## src/rtl/sext_pipe_if.sv

```systemverilog
// sext_pipe_if: valid/ready handshake bundle for the sext_pipe extender.
// Input beat (field, selector, mode bits) and output beat (result, flag).
interface sext_pipe_if #(
    parameter int DATA_W = 16,
    parameter int SEL_W  = $clog2(DATA_W)
);
    logic              in_valid;
    logic              in_ready;
    logic [DATA_W-1:0] in_data;
    logic [SEL_W-1:0]  in_msb;
    logic              in_zext;
    logic              in_lshf;
    logic              out_valid;
    logic              out_ready;
    logic [DATA_W-1:0] out_data;
    logic              out_ovf;

    modport master (
        output in_valid, in_data, in_msb, in_zext, in_lshf, out_ready,
        input  in_ready, out_valid, out_data, out_ovf
    );

    modport slave (
        input  in_valid, in_data, in_msb, in_zext, in_lshf, out_ready,
        output in_ready, out_valid, out_data, out_ovf
    );
endinterface

```

## src/rtl/sext_pipe.sv

```systemverilog
// sext_pipe: two-stage pipelined sign/zero extender with optional LSHF1.
// Stage 1 extends from the selected MSB, stage 2 shifts and flags overflow.
module sext_pipe #(
    parameter int DATA_W = 16,
    parameter int SEL_W  = $clog2(DATA_W)
) (
    input logic clk,
    input logic rst_n,
    sext_pipe_if.slave bus
);
    localparam logic [SEL_W-1:0] MSB_MAX = SEL_W'(DATA_W - 1);

    logic              s1_valid;
    logic [DATA_W-1:0] s1_ext;
    logic              s1_lshf;
    logic              s1_zext;

    logic              s2_valid;
    logic [DATA_W-1:0] s2_data;
    logic              s2_ovf;

    logic              s1_adv;
    logic              in_fire;
    logic [SEL_W-1:0]  msb_c;
    logic              fill;
    logic [DATA_W-1:0] ext_c;
    logic [DATA_W-1:0] shf_c;
    logic              ovf_c;

    assign s1_adv      = s1_valid & (!s2_valid | bus.out_ready);
    assign bus.in_ready = !s1_valid | !s2_valid | bus.out_ready;
    assign in_fire     = bus.in_valid & bus.in_ready;

    assign bus.out_valid = s2_valid;
    assign bus.out_data  = s2_data;
    assign bus.out_ovf   = s2_ovf;

    // Clamp the selector and replicate the fill bit above the field MSB.
    always_comb begin
        msb_c = (bus.in_msb > MSB_MAX) ? MSB_MAX : bus.in_msb;
        fill  = bus.in_zext ? 1'b0 : bus.in_data[msb_c];
        ext_c = '0;
        for (int i = 0; i < DATA_W; i++) begin
            ext_c[i] = (SEL_W'(i) <= msb_c) ? bus.in_data[i] : fill;
        end
    end

    // Word-offset shift; overflow only meaningful for signed fields.
    always_comb begin
        shf_c = s1_ext;
        ovf_c = 1'b0;
        if (s1_lshf) begin
            shf_c = {s1_ext[DATA_W-2:0], 1'b0};
            ovf_c = !s1_zext & (s1_ext[DATA_W-1] ^ s1_ext[DATA_W-2]);
        end
    end

    // Stage 1 register: loads when empty or draining this cycle.
    always_ff @(posedge clk or negedge rst_n) begin
        if (!rst_n) begin
            s1_valid <= 1'b0;
            s1_ext   <= '0;
            s1_lshf  <= 1'b0;
            s1_zext  <= 1'b0;
        end else begin
            s1_valid <= in_fire | (s1_valid & !s1_adv);
            if (in_fire) begin
                s1_ext  <= ext_c;
                s1_lshf <= bus.in_lshf;
                s1_zext <= bus.in_zext;
            end
        end
    end

    // Stage 2 register: holds its beat stable until the consumer takes it.
    always_ff @(posedge clk or negedge rst_n) begin
        if (!rst_n) begin
            s2_valid <= 1'b0;
            s2_data  <= '0;
            s2_ovf   <= 1'b0;
        end else begin
            s2_valid <= s1_adv | (s2_valid & !bus.out_ready);
            if (s1_adv) begin
                s2_data <= shf_c;
                s2_ovf  <= ovf_c;
            end
        end
    end
endmodule

```

## src/flat_wrapper.sv

```systemverilog
// flat-port wrapper written by rule: the top's interface ports become plain ports
module sext_pipe_flat 
#(
    parameter int DATA_W = 16,
    parameter int SEL_W  = $clog2(DATA_W)
)
  (clk, rst_n, bus_in_valid, bus_in_data, bus_in_msb, bus_in_zext, bus_in_lshf, bus_out_ready, bus_in_ready, bus_out_valid, bus_out_data, bus_out_ovf);
  sext_pipe_if #(.DATA_W(DATA_W), .SEL_W(SEL_W)) bus_i ();
  input logic clk;
  input logic rst_n;
  input wire logic [$bits(bus_i.in_valid)-1:0] bus_in_valid;
  input wire logic [$bits(bus_i.in_data)-1:0] bus_in_data;
  input wire logic [$bits(bus_i.in_msb)-1:0] bus_in_msb;
  input wire logic [$bits(bus_i.in_zext)-1:0] bus_in_zext;
  input wire logic [$bits(bus_i.in_lshf)-1:0] bus_in_lshf;
  input wire logic [$bits(bus_i.out_ready)-1:0] bus_out_ready;
  output wire logic [$bits(bus_i.in_ready)-1:0] bus_in_ready;
  output wire logic [$bits(bus_i.out_valid)-1:0] bus_out_valid;
  output wire logic [$bits(bus_i.out_data)-1:0] bus_out_data;
  output wire logic [$bits(bus_i.out_ovf)-1:0] bus_out_ovf;
  assign bus_i.in_valid = bus_in_valid;
  assign bus_i.in_data = bus_in_data;
  assign bus_i.in_msb = bus_in_msb;
  assign bus_i.in_zext = bus_in_zext;
  assign bus_i.in_lshf = bus_in_lshf;
  assign bus_i.out_ready = bus_out_ready;
  assign bus_in_ready = bus_i.in_ready;
  assign bus_out_valid = bus_i.out_valid;
  assign bus_out_data = bus_i.out_data;
  assign bus_out_ovf = bus_i.out_ovf;
  sext_pipe #(.DATA_W(DATA_W), .SEL_W(SEL_W)) u_core (.clk(clk), .rst_n(rst_n), .bus(bus_i));
endmodule
```

## config.mk

```make
export PLATFORM = sky130hd
export DESIGN_NAME = sext_pipe_flat
export DESIGN_NICKNAME = d
export VERILOG_FILES = /design/src/rtl/sext_pipe_if.sv /design/src/rtl/sext_pipe.sv /design/src/flat_wrapper.sv
export SDC_FILE = /design/constraint.sdc
export NUM_CORES = 1
export LEC_CHECK = 0
export ABC_AREA = 1
export CAP_MARGIN = 25
export CORE_AREA = 2 2 64 90
export CTS_CLUSTER_SIZE = 28
export DETAILED_ROUTE_END_ITERATION = 12
export DIE_AREA = 0 0 66 92
export PLACE_DENSITY_LB_ADDON = 0.25
export SYNTH_ARGS = -nofsm -noshare
export SYNTH_HDL_FRONTEND = slang
export SYNTH_SLANG_ARGS = --single-unit
```

## constraint.sdc

```tcl
create_clock -name clk -period 2.1 [get_ports clk]
set_clock_uncertainty 0.05 [all_clocks]
set_input_delay 0.63 -clock clk [delete_from_list [all_inputs] [get_ports clk]]
set_output_delay 0.63 -clock clk [all_outputs]
set_load 0.01 [all_outputs]
```

==> results.tsv, run 1 <==
metric	value	unit
status	completed	
FP Rows	32	
post-synth cell types	17	
initial antenna violation count	0	
worst slew pin tran	0.441	ns
area of the mapped netlist	0.00202	mm2
CTS tree	yes	
initial drt markers	89	
overall die height	92	um
Die W	66	um
grt ovf	0	
Net Count, Synth	327	
Max-Cap Viols	0	
vias in the first global route	1895	
Peak VDD IR	0.000257	V
Synth area leader	dfrtp_1	
Worst setup SP type	input pin	
fraction of final layout cells sized beyond drive strength 1	13.5	%
I/O Buffers	44	
Setup Viol. Count Final	0	
H-tree depth	2	
synth-to-layout area growth	43.2	%
crit end category	output port	
Clock Latency Late Sink	0.29	ns
post-synthesis instance total	301	
GRT Util Overall	17.0	%
top cells by area, synth	dfrtp_1, nand2_1, nor2_1, inv_1, a31oi_1	
routed len/inst	10.3	um
Post-route DRC	0	
Crit-path slowest cell	dlygate4sd2_1	
Starting Density	37.7	%
router iterations before antenna repair	4	
via count	1999	
hold crit path type	reg2reg	
share of the synthesized area in the top cell type	45.7	%
pre-CTS WS	-0.428	ns
pin count of the biggest net entering global routing	38	
Routed Antenna Nets	0	
Seq/Total Area, Yosys	45.7	%
slowest cell delay on critical path	0.23	ns
CTS Sinks	37	
post-synthesis async set-or-reset flop share	100	%
crit-path max FO	2	
final wirelength	4590	um
Post-synth EDFFs	0	
Synth top cells by count	nand2_1, nor2_1, dfrtp_1	
crit path time final	2.02	ns
first-pass GRT wire length	8110	um
Core Area	0.00537	mm2
critical path type	in2out	
crit path DAT	1.34	ns
Slew headroom	70.6	%
Final Hold Fails	0	
CTS Buffer Depth	2	
dpl hpwl	3490	um
Synth warnings	0	
die area	0.00607	mm2
gpl congestion	0.815	
final worst path period share	96.2	%
Vias/cell	4.48	
Slew Limit Fails	0	
Main synth FF type	dfrtp_1	
cts hold-fix bufs	0	
RSZ-0062 raised after global routing	false	
filler instances	540	
n_diodes	0	
WP data required	1.42	ns
number of I/O pins	45	
Root Driver	clkbuf_8	
setup slack after layout	0.0799	ns
Layout Nets	403	
top-count cell post-synth	nand2_1	
clock buffer count from CTS	5	
Achievable Freq	495	MHz
Avg Cell Area, Syn	6.73	um2
crit-path cells	dlygate4sd2_1, inv_1, nand2_1, nor2_1, inv_1, buf_2	
clock slew seen by the registers of the worst setup and hold paths	0.06	ns
Lkg Pwr	1.50	nW
fin util	54.0	%
Yosys reg bits	37	
Most Frequent Cell on Critical Path	inv_1	
PD cells	734	mW/mm2
-- flip-flops by register name, summed over array words and instances (netlist names) --
register / cells
u_core.bus.out_data: 16
u_core.bus.out_ovf: 1
u_core.bus.out_valid: 1
u_core.s1_ext: 16
u_core.s1_lshf: 1
u_core.s1_valid: 1
u_core.s1_zext: 1
-- cells by family after synthesis --
family / after synthesis / share of synthesized area, %
compound gates: 35 / 9.95
simple gates: 184 / 34.7
buf+inv: 45 / 9.58
flops: 37 / 45.7
-- path summary, 6_finish.rpt --
path,start,to,slack (ns),cells after the start
setup / recovery,bus_out_ready,bus_in_ready,0.08,6
hold / removal,u_core.s1_valid,u_core.bus.out_valid,0.44,2
setup reg to reg,u_core.bus.out_valid,u_core.bus.out_valid,0.37,11
hold reg to reg,u_core.s1_valid,u_core.bus.out_valid,0.44,2
max in group asynchronous,rst_n,u_core.bus.out_data[6],0.98,2
min in group asynchronous,rst_n,u_core.s1_ext[7],0.71,2
-- placed cells by master, fill, tap and decap left out, drive strengths merged --
cell type | netlist | final
a21oi | 7 | 7
inv | 31 | 31
nand2 | 135 | 135
o21ai | 10 | 10
nor2 | 43 | 43
o21a | 1 | 1
clkdlybuf4s50 | 0 | 42
buf | 9 | 39
clkinv | 1 | 2
dlygate4sd2 | 0 | 1
nand3 | 6 | 6
o2111ai | 1 | 1
clkbuf | 4 | 7
a31oi | 16 | 16
dfrtp | 37 | 37
-- worst max-delay path: cells and delay by family --
kind	cells	cell delay, ns
buffers and inverters	4	0.49
and+or+nand+nor	2	0.22
-- power breakdown --
group	leakage, nW	switching [mW]	internal, mW	total [mW]
registers	0.444	0.0858	0.847	0.933
clock network	0.0542	0.233	0.296	0.529
logic	1.00	0.312	0.355	0.667
-- layer usage --
metal / vias to the layer above / track usage, % / routed length, um
li1: 1077 / - / -
met3: 11 / 2.70 / 137
met4: 0 / 7.65 / 126
met2: 43 / 29.6 / 2370
met5: - / 0 / 0
met1: 868 / 20.2 / 1950
-- layout make-up --
type / count / area (um2) / area share [%]
clock inverters: 1 / 5.00 / 0.173
repair buffers: 82 / 744 / 25.7
inverters: 32 / 120 / 4.14
clock buffers: 7 / 96.3 / 3.32
flip-flops and latches: 37 / 926 / 31.9
well taps: 68 / 85.1 / 2.93
multi-input cells: 219 / 922 / 31.8
-- per-stage QoR --
step                hold slack [ns]  total power [mW]  instance area (um2)  instances  TNS, ns
global placement              0.408              1.58                 2690        425    -3.22
detailed placement            0.420              1.59                 2690        425    -3.41
global route                  0.460              2.29                 2900        446        0
floorplan                     0.284              1.26                 2020        301        0
CTS                           0.439              2.14                 2890        446        0
finish                        0.437              2.13                 2900        446        0
-- timing repair --
item	in CTS	in global routing
pin swaps	1	0
resized for setup	5	2
buffers inserted	13	0
setup endpoints to repair	1	14
gates cloned	0	0
Power figures use the tool's default switching activity.
==> run 2, diff against run 1 <==
--- a/config.mk
+++ b/config.mk
@@ -12,6 +12,7 @@
 export DETAILED_ROUTE_END_ITERATION = 12
 export DIE_AREA = 0 0 66 92
 export PLACE_DENSITY_LB_ADDON = 0.25
+export SLEW_MARGIN = 20
 export SYNTH_ARGS = -nofsm -noshare
 export SYNTH_HDL_FRONTEND = slang
 export SYNTH_SLANG_ARGS = --single-unit
==> results of run 2 <==
The final DEF is identical to that of run 1; final timing and power are the same.
==> run 3, diff against run 2 <==
--- a/config.mk
+++ b/config.mk
@@ -11,7 +11,9 @@
 export CTS_CLUSTER_SIZE = 28
 export DETAILED_ROUTE_END_ITERATION = 12
 export DIE_AREA = 0 0 66 92
+export GPL_TIMING_DRIVEN = 1
 export PLACE_DENSITY_LB_ADDON = 0.25
+export REMOVE_ABC_BUFFERS = 1
 export SLEW_MARGIN = 20
 export SYNTH_ARGS = -nofsm -noshare
 export SYNTH_HDL_FRONTEND = slang
==> constraint.sdc (replaced) <==
create_clock -name clk -period 1.8 [get_ports clk]
set_clock_uncertainty 0.05 [all_clocks]
set_input_delay 0.54 -clock clk [delete_from_list [all_inputs] [get_ports clk]]
set_output_delay 0.54 -clock clk [all_outputs]
set_load 0.01 [all_outputs]
==> run 3 against run 2 <==
Against the previous run:
- power rose by 13%
- sequential power rose by 17%
- setup slack got worse by 0.046 ns
- register-to-register slack got worse by 0.21 ns
- global-route usage rose by 0.73 points
- critical path depth fell by 5
- via count rose by 1.6%
- clock power rose by 8.1%
- die area did not move
- sequential share of layout area rose by 0.70 points
==> results.tsv, run 3 (synthesis gave the netlist of run 1 again) <==
metric	value	unit	change
Worst setup SP type	flip-flop		was input pin
placed instance count	418		was 425
GRT Util Overall	17.7	%	was 17.0%
router iterations before antenna repair	4		unchanged
Die W	66	um	unchanged
Finished Layout Cells	436		was 446
number of I/O pins	45		unchanged
Achievable Freq	566	MHz	
overall die height	92	um	unchanged
Metal-1 WL	2200	um	was 1950 um
Hold Worst Slack	0.236	ns	was 0.437 ns
uppermost layer routed	met4		unchanged
Max-Cap Viols	0		unchanged
Slew headroom	68.1	%	was 70.6%
Core Area	0.00537	mm2	unchanged
fin util	52.9	%	was 54.0%
pin count of the biggest net entering global routing	38		unchanged
first-pass GRT wire length	8380	um	was 8110 um
crit path time final	1.77	ns	
dpl hpwl	3390	um	was 3490 um
fraction of final layout cells sized beyond drive strength 1	12.0	%	was 13.5%
die area	0.00607	mm2	unchanged
H-tree depth	2		unchanged
crit-path cells	clkdlybuf4s50_1		was dlygate4sd2_1, inv_1, nand2_1, nor2_1, inv_1, buf_2
filler instances	545		was 540
DR WL met2	2460	um	was 2370 um
Slew Limit Fails	0		unchanged
Reg area	926	um2	unchanged
Routed Antenna Nets	0		unchanged
Root Driver	clkbuf_8		unchanged
family with the most delay on the worst path	buffers and inverters		unchanged
CTS Buffer Depth	2		unchanged
total chip power	2.41	mW	was 2.13 mW
RSZ-0062 raised after global routing	true		was false
most frequent cells in the layout	nand2_1, nor2_1, dfrtp_1, inv_1, clkdlybuf4s50_1		was nand2_1, nor2_1, clkdlybuf4s50_1, dfrtp_1, buf_4
synth-to-layout area growth	40.1	%	was 43.2%
WP data required	1.21	ns	was 1.42 ns
Clock Latency Late Sink	0.28	ns	was 0.29 ns
Vias/cell	4.66		was 4.48
crit end category	output port		unchanged
final worst path period share	98.1	%	
Setup Viol. Count Final	0		unchanged
Post-route DRC	0		unchanged
gpl congestion	0.833		was 0.815
PD cells	850	mW/mm2	was 734 mW/mm2
met3 WL	139	um	was 137 um
initial drt markers	72		was 89
R2R Setup Slk	0.16	ns	was 0.37 ns
pre-CTS WS	-0.537	ns	was -0.428 ns
crit path DAT	1.18	ns	was 1.34 ns
multi-input logic area	940	um2	was 922 um2
n_diodes	0		unchanged
grt ovf	0		unchanged
worst slew pin tran	0.476	ns	was 0.441 ns
Buf+Inv Stages, Crit Path	1		was 4
critical path type	reg2out		was in2out
clock slew seen by the registers of the worst setup and hold paths	0.07	ns	was 0.06 ns
routed len/inst	11.2	um	was 10.3 um
I/O Buffers	44		unchanged
crit-path max FO	2		unchanged
CTS Sinks	37		unchanged
final wirelength	4890	um	was 4590 um
Peak VDD IR	0.000394	V	was 0.000257 V
Crit-path slowest cell	clkdlybuf4s50_1		was dlygate4sd2_1
CTS tree	yes		unchanged
Starting Density	37.7	%	unchanged
vias in the first global route	1821		was 1,895
slowest cell delay on critical path	0.55	ns	was 0.23 ns
setup slack after layout	0.0341	ns	was 0.0799 ns
status	completed		unchanged
initial antenna violation count	0		unchanged
most common cell after layout, fill and taps aside	nand2_1		unchanged
clock buffer count from CTS	5		unchanged
hold crit path type	in2async		was reg2reg
Final Hold Fails	0		unchanged
Layout Nets	394		was 403
Lkg Pwr	1.55	nW	was 1.50 nW
via count	2030		was 1,999
FP Rows	32		unchanged
[run 3: cell types whose count changed in the layout (fill, tap and decap cells not counted), sizes merged]
cell	previous run	this run
buf	39	30
clkdlybuf4s15	0	1
clkdlybuf4s50	42	29
clkinv	2	1
dlygate4sd2	1	2
dlymetal6s2s	0	10
nand2	135	136
[run 3: repair_timing]
action / CTS / global route
setup buffers: 9 / 0
gates cloned: 2 / 0
resized for setup: 13 / 16
setup endpoints to repair: 16 / 24
pin swaps: 2 / 2
hold buffers: 0 / 0
[run 3: power by group]
group / leakage [nW] / total, mW / switching (mW) / internal (mW)
Combinational: 1.06 / 0.754 / 0.372 / 0.383
Sequential: 0.444 / 1.09 / 0.0972 / 0.988
Clock: 0.0443 / 0.572 / 0.268 / 0.303
[run 3: worst reg2reg max path: cells and delay by family (launching register included)]
family / cells / cell delay [ns]
flops: 1 / 0.41
buf+inv: 8 / 0.98
simple gates: 2 / 0.15
[run 3: per-layer routing]
layer | track usage, % | up-vias
li1 | - | 1056
met1 | 23.4 | 933
met2 | 29.1 | 37
met3 | 2.45 | 4
met4 | 6.80 | 0
met5 | 0 | -
[run 3: through the flow]
step / setup TNS, ns / instance area [um2]
4_1_cts: 0 / 2800
2_1_floorplan: -6.31 / 1950
3_5_place_dp: -8.12 / 2620
3_3_place_gp: -7.75 / 2620
5_1_grt: -0.00350 / 2840
6_report: 0 / 2840
[run 3: final timing paths]
kind | start | endpoint | cells after the start
setup / recovery | u_core.bus.out_data[12] | bus_out_data[12] | 1
hold / removal | rst_n | u_core.bus.out_ovf | 2
min in group clk | u_core.s1_zext | u_core.s1_zext | 2
max in group asynchronous | rst_n | u_core.bus.out_data[3] | 2
setup reg to reg | u_core.bus.out_valid | u_core.bus.out_valid | 10
hold reg to reg | u_core.s1_zext | u_core.s1_zext | 2
[run 3: area by class of cell]
cell class / count / share of cell area (%)
Clock buffer: 7 / 3.04
Inverter: 32 / 4.23
Multi-Input combinational cell: 220 / 33.1
Sequential cell: 37 / 32.6
Tap cell: 68 / 3.00
Timing Repair Buffer: 72 / 24.0
==> variant, RTL diff (settings of run 3) <==
`DATA_W` is set to 16 in 3 places; all go to 32.
--- a/src/rtl/sext_pipe_if.sv
+++ b/src/rtl/sext_pipe_if.sv
@@ -3,3 +3,3 @@
 interface sext_pipe_if #(
-    parameter int DATA_W = 16,
+    parameter int DATA_W = 32,
     parameter int SEL_W  = $clog2(DATA_W)
--- a/src/rtl/sext_pipe.sv
+++ b/src/rtl/sext_pipe.sv
@@ -3,3 +3,3 @@
 module sext_pipe #(
-    parameter int DATA_W = 16,
+    parameter int DATA_W = 32,
     parameter int SEL_W  = $clog2(DATA_W)
--- a/src/flat_wrapper.sv
+++ b/src/flat_wrapper.sv
@@ -3,3 +3,3 @@
 #(
-    parameter int DATA_W = 16,
+    parameter int DATA_W = 32,
     parameter int SEL_W  = $clog2(DATA_W)
Interface: changed (resized bus_in_data, bus_in_msb and bus_out_data); port bits go from 45 to 78. The function was not compared with the original's and may differ.
==> variant against run 3 <==
- the run now fails in clock tree synthesis (4_1_cts)
- synthesized area is 95% higher
==> variant: results <==
export IMPL_status="aborted with a tool error"
export IMPL_lastStage="clock tree synthesis (4_1_cts)"
export IMPL_error_line="[ERROR DPL-0038] Utilization greater than 100%, impossible to legalize"
export IMPL_yosysUniqueCellTypes=25
export IMPL_synthArstFlopShare_pct=100
export IMPL_post_cts_resized=155
export IMPL_syn_inst=565
export IMPL_yosysSeqAreaShare_pct=43.8
export IMPL_clockBufferDepth=2
export IMPL_place_ws_ps=-816
export IMPL_yosysWarnings=0
export IMPL_die_w_um=66
export IMPL_cts_made_buffers=9
export IMPL_ys_ff_latch=69
export IMPL_yosys_top_cells_count="nand2_1, nor2_1, dfrtp_1"
export IMPL_post_cts_setup_buffers=13
export IMPL_root_buffer="clkbuf_8"
export IMPL_dpl_cell_count=735
export IMPL_h_tree_depth=3
export IMPL_yosys_top_cells_area="dfrtp_1, nand2_1, nor2_1, a31oi_1, inv_1"
export IMPL_post_dp_hpwl_um=10400
export IMPL_numPortBuffers=77
export IMPL_gp_congestion=0.995
export IMPL_placed_area_um2=5110
==> variant: cell types whose count changed after synthesis, sizes merged, moves of 2 or more <==
cell,change
a21o,+2
a21oi,+10
a31oi,+17
buf,+2
clkbuf,+13
dfrtp,+32
inv,+24
nand2,+101
nand3,+14
nor2,+29
o21ai,+16
or2,+3
==> variant: logic make-up after synthesis <==
family                 share of synthesized area (%)
AO/OA/AOI/OAI                                   11.8
buffers and inverters                           10.1
flip-flops                                      43.8
AND/OR/NAND/NOR                                 34.3
==> variant: stage by stage <==
step           util [%]  setup TNS [ps]
2_1_floorplan         -          -58060
3_3_place_gp       95.3          -21330
3_5_place_dp       95.3          -31160
